--- src/rtl/bcd_to_bin_seq.sv ---
// Sequential BCD-to-binary converter, one digit per clock, MSD first (acc = acc*10 + d).
// Optional macro BCD2BIN_SAT_EN: saturate bin_out to all-ones on overflow instead of wrapping.
module bcd_to_bin_seq #(
    parameter int NDIGITS = 5,
    parameter int WIDTH   = 16
) (
    input  logic                   clk,
    input  logic                   rst_n,
    input  logic                   start,
    input  logic [4*NDIGITS-1:0]   bcd_in,
    output logic                   busy,
    output logic                   done,
    output logic [WIDTH-1:0]       bin_out,
    output logic                   ovf,
    output logic                   err
);

    localparam int CW = (NDIGITS > 1) ? $clog2(NDIGITS) : 1;

    typedef enum logic [1:0] {
        IDLE = 2'd0,
        CONV = 2'd1,
        DONE = 2'd2
    } state_t;

    state_t                 state;
    logic [4*NDIGITS-1:0]   digits;
    logic [WIDTH+3:0]       acc;
    logic [CW-1:0]          cnt;
    logic                   err_i;
    logic                   ovf_i;

    logic [3:0]             top_digit;
    logic [WIDTH+7:0]       acc_ext;
    logic [WIDTH+7:0]       acc_next;
    logic                   next_ovf;

    // acc_next is wide enough that any bit above WIDTH flags the overflow,
    // even after acc itself has wrapped.
    always_comb begin
        top_digit = digits[4*NDIGITS-1 -: 4];
        acc_ext   = {4'b0000, acc};
        acc_next  = (acc_ext << 3) + (acc_ext << 1) + {{(WIDTH+4){1'b0}}, top_digit};
        next_ovf  = |acc_next[WIDTH+7:WIDTH];
    end

    always_ff @(posedge clk) begin
        if (!rst_n) begin
            state   <= IDLE;
            digits  <= '0;
            acc     <= '0;
            cnt     <= '0;
            err_i   <= 1'b0;
            ovf_i   <= 1'b0;
            busy    <= 1'b0;
            done    <= 1'b0;
            bin_out <= '0;
            ovf     <= 1'b0;
            err     <= 1'b0;
        end else begin
            done <= 1'b0;
            case (state)
                IDLE: begin
                    if (start) begin
                        digits <= bcd_in;
                        acc    <= '0;
                        cnt    <= CW'(NDIGITS - 1);
                        err_i  <= 1'b0;
                        ovf_i  <= 1'b0;
                        busy   <= 1'b1;
                        state  <= CONV;
                    end
                end
                CONV: begin
                    acc    <= acc_next[WIDTH+3:0];
                    digits <= digits << 4;
                    if (top_digit > 4'd9) begin
                        err_i <= 1'b1;
                    end
                    if (next_ovf) begin
                        ovf_i <= 1'b1;
                    end
                    if (cnt == '0) begin
                        state <= DONE;
                    end else begin
                        cnt <= cnt - 1'b1;
                    end
                end
                DONE: begin
                    done  <= 1'b1;
                    busy  <= 1'b0;
                    state <= IDLE;
                    if (err_i) begin
                        bin_out <= '0;
                        err     <= 1'b1;
                        ovf     <= 1'b0;
                    end else if (ovf_i) begin
                        err <= 1'b0;
                        ovf <= 1'b1;
`ifdef BCD2BIN_SAT_EN
                        bin_out <= '1;
`else
                        bin_out <= acc[WIDTH-1:0];
`endif
                    end else begin
                        bin_out <= acc[WIDTH-1:0];
                        err     <= 1'b0;
                        ovf     <= 1'b0;
                    end
                end
                default: begin
                    state <= IDLE;
                    busy  <= 1'b0;
                end
            endcase
        end
    end

endmodule

--- config.mk ---
export PLATFORM = sky130hd
export DESIGN_NAME = bcd_to_bin_seq
export DESIGN_NICKNAME = d
export VERILOG_FILES = /design/src/rtl/bcd_to_bin_seq.sv
export SDC_FILE = /design/constraint.sdc
export NUM_CORES = 1
export LEC_CHECK = 0
export ABC_AREA = 0
export CAP_MARGIN = 20
export CORE_MARGIN = 3
export CORE_UTILIZATION = 35
export DETAILED_ROUTE_END_ITERATION = 8
export PLACE_DENSITY = 0.63
export SLEW_MARGIN = 40
export SYNTH_ARGS = -nofsm -noshare
export SYNTH_HDL_FRONTEND = slang
export SYNTH_SLANG_ARGS = --single-unit
--- constraint.sdc ---
create_clock -name clk -period 5.4 [get_ports clk]
set_input_delay 0.81 -clock clk [delete_from_list [all_inputs] [get_ports clk]]
set_output_delay 0.81 -clock clk [all_outputs]
set_load 0.02 [all_outputs]
==> summary.md <==
| Metric | Value |
|---|---|
| Status | `finished clean` |
| CP Data Required Time | `5.63 ns` |
| Clk Latency, worst-skew pair | `0.35 ns` |
| Drt first-iter violations | `217` |
| Ys async rst share | `0%` |
| Compound-Gate Fraction of Synth Area | `21.5%` |
| Synth top area share | `34.5%` |
| Post-synth top flop | `dfxtp_1` |
| DRT Wirelength | `9500 um` |
| Area leader, netlist | `dfxtp_1` |
| Synth area leaders | `dfxtp_1, ha_1, nand2_1` |
| Warnings from Yosys | `0` |
| Drt pass-1 iters | `5` |
| Layout cells sized above 1 | `6.02%` |
| Worst Hold Depth | `2` |
| Final Cycle Share | `63.4%` |
| Most frequent CP cell | `inv_1` |
| CTS root buf | `clkbuf_8` |
| Fmax achieved | `292 MHz` |
| Reg clk slew, reported paths | `0.08 ns` |
| Top delay family on crit path | `compound AO/OA/AOI/OAI gates` |
| Nets | `577` |
| Synth Instances | `483` |
| Simple-Gate Fraction of Synth Area | `22.6%` |
| Crit-path cells | `inv_1 > fa_1 > inv_1 > ha_1 > a211oi_4 > o21ai_2 > a31oi_4 > a31oi_1 > a311o_1 > xor2_1 > nand4b_1 > o311a_1` |
| Die span in y | `111 um` |
| Seq cells post-synth | `67` |
| Clock Tree Buf Depth | `2` |
| Vias in the first global route | `3332` |
| Worst path max stage delay | `0.60 ns` |
| CP Data Arrival Time | `3.66 ns` |
| Setup Buffers After CTS | `0` |
| Static Leak | `0.00193 uW` |
| Register area share after synthesis | `34.5%` |
| Post-synthesis share of cell area spent on xor and xnor gates | `2.93%` |
| Worst R2R End | `ovf_i$_SDFFE_PN0P_` |
| Clk sink count | `67` |
| Starting density of the core | `36.8%` |
| WHS Endpoint | `bin_out[14]$_SDFFE_PN0P_` |
| Crit path kind | `flip-flop to flip-flop` |
| Clk_skew | `0.00903 ns` |
| Max IR drop VDD | `0.116 mV` |
| Post-synth EDFFs | `0` |
| Tightest Hold Check Type | `flip-flop to flip-flop` |
| Design Area, Final | `4630 um2` |
| Hold-fix buffer count after cts | `0` |
| DRC errors left | `0` |
| Syn_nets | `549` |
| GRT overflow | `0` |
| Post-CTS Resized | `0` |
| Placer Congestion | `0.882` |
| Power Density | `243 nW/um2` |
| R2r setup slk | `1.98 ns` |
| Most frequent cell after synthesis | `nand2_1` |
| Unique cell type count in the Yosys netlist | `49` |
| GRT Overall Usage | `15.3%` |
| Wire length per cell | `14.6 um` |
| Worst flop-to-flop path startpoint | `digits[19]$_SDFFE_PN0P_` |
| Crit path setup slack, layout | `1.98 ns` |
| Die footprint | `12400 um2` |
| First-pass GRT wire length | `15900 um` |
| CTS tree | `built` |
| Worst-margin pin slew | `0.744 ns` |
| Std cell rows | `37` |
| Setup crit end kind | `flip-flop` |
| Core Region | `10600 um2` |
| Mean Syn Cell Area | `8.05 um2` |
| DR vias/cell | `5.42` |
| Synth Area in Adders | `14.2%` |
| Max Cap Violations | `0` |
| Slew Viols, Final | `0` |
| Place WS | `2.06 ns` |
| Setup TNS | `0 ns` |
| Combinational family with the most area after synthesis | `simple AND/OR/NAND/NOR gates` |
| Relative slew slack | `50.3%` |
| Power Total | `1130 uW` |
| Placed Area | `4410 um2` |
| Hold_sp | `bin_out[14]$_SDFFE_PN0P_` |
| Mux contribution to synthesized area | `0%` |
| Final Hold Viols | `0` |
| Worst-case reg-to-reg path depth | `12` |
| Detail Route Antenna Nets | `0` |
| Chip Width | `111 um` |
| Slowest cell on crit path | `fa_1` |
| Largest net degree at the start of global routing | `67` |
| Final Instance Count excl. Fillers | `651` |
| RSZ-0062 raised after global routing | `false` |
| Inst Count DP | `636` |
| Synth top cells by count | `nand2_1, dfxtp_1, a21oi_1, ha_1, nor2_1` |
| Port buffer count | `42` |
| CTS Buf Count | `9` |
| Synthesis-to-finish area growth | `19.0%` |
| Fin crit period | `3.42 ns` |
| Crit path launch type | `flip-flop` |
| Post-DP HPWL | `6440 um` |
| Critical path fanouts, max | `5` |
| Post-Syn Area | `3890 um2` |
| IO Pins | `43` |
| Initial antenna violation count | `0` |
| Worst Path Buf+Inv | `2` |
| Htree depth | `3` |
| Setup violators final | `0` |
| Vias | `3527` |
| Antenna diodes | `0` |
[sequential cells by signal, summed over array words and instances, names as in the netlist]
signal and cells:
busy 1, err_i 1, ovf_i 1, state 2, done 1, acc 20
bin_out 16, digits 20, cnt 3, err 1, ovf 1
[per-layer routing]
| metal | global-route usage [%] | vias up | share of wire (%) |
|---|---|---|---|
| met5 | 0 | - | 0 |
| met4 | 5.19 | 0 | 0.97 |
| met3 | 2.39 | 10 | 4.6 |
| met2 | 24.4 | 100 | 46 |
| met1 | 21.2 | 1639 | 49 |
| li1 | - | 1778 | - |
[cell usage in the layout (no fill, tap or decap), types with 2 or more instances in the layout]
cell type	instances
inv_1	13
a311o_1	2
fa_1	2
a21oi_1	52
a311oi_1	17
clkdlybuf4s50_1	42
a211oi_1	2
bufinv_16	2
nand3b_1	16
clkbuf_8	9
xnor2_1	7
o21a_1	6
a21o_1	5
nor2_1	38
o21ai_0	12
dfxtp_1	67
a211o_1	2
buf_4	5
and2_1	2
or3_1	3
nand2b_1	2
nor3_1	5
clkinvlp_4	2
o211ai_1	3
a31oi_1	6
and3_1	4
nor2b_1	3
nand3_1	30
ha_1	41
nand2_1	83
xor2_1	6
o21bai_1	2
a21oi_2	2
[how the worst max path moves through the flow]
stage	cells past startpoint	to	slack (ns)	start
floorplan	12	ovf_i$_SDFFE_PN0P_	2.27	digits[19]$_SDFFE_PN0P_
global placement	12	ovf_i$_SDFFE_PN0P_	2.13	digits[19]$_SDFFE_PN0P_
detailed placement	12	ovf_i$_SDFFE_PN0P_	2.06	digits[19]$_SDFFE_PN0P_
CTS	12	ovf_i$_SDFFE_PN0P_	2.02	digits[19]$_SDFFE_PN0P_
global route	12	ovf_i$_SDFFE_PN0P_	1.84	acc[0]$_SDFFE_PN0P_
finish	12	ovf_i$_SDFFE_PN0P_	1.98	digits[19]$_SDFFE_PN0P_
[per-stage QoR]
| stage | hold WS [ns] | util (%) |
|---|---|---|
| finish | 0.450 | 43.8 |
| global route | 0.472 | 43.8 |
| CTS | 0.454 | 43.8 |
| detailed placement | 0.446 | 41.8 |
| global placement | 0.441 | 41.8 |
| floorplan | 0.432 | - |
[cell type report]
cell class / instances / area (um2)
Multi-Input combinational cell: 372 / 2390
Tap cell: 136 / 170
Sequential cell: 67 / 1340
Clock inverter: 6 / 88.8
Timing Repair Buffer: 47 / 458
Fill cell: 1050 / 5930
Inverter: 14 / 55.1
Clock buffer: 9 / 124
[power by group]
group / switching (uW) / internal (uW) / leakage [uW]
registers: 13.9 / 516 / 0.000545
logic: 81.4 / 51.0 / 0.00129
clock network: 206 / 258 / 0.000102
total: 301 / 825 / 0.00193
[cell families (layout without fill, tap and decap cells)]
| family | Yosys count | after routing |
|---|---|---|
| buf+inv | 44 | 76 |
| simple gates | 192 | 192 |
| flops | 67 | 67 |
| compound gates | 124 | 124 |
| fa+ha+maj | 43 | 43 |
| xor+xnor | 13 | 13 |
[worst register-to-register path: cells and delay by family (launching register included)]
kind,cells,cell delay [ns]
AO/OA/AOI/OAI,6,1.54
adder cells (fa/ha/maj),2,0.94
flip-flops,1,0.35
AND/OR/NAND/NOR,1,0.18
XOR/XNOR,1,0.17
buffers and inverters,2,0.13
(Power assumes the default switching activity.)
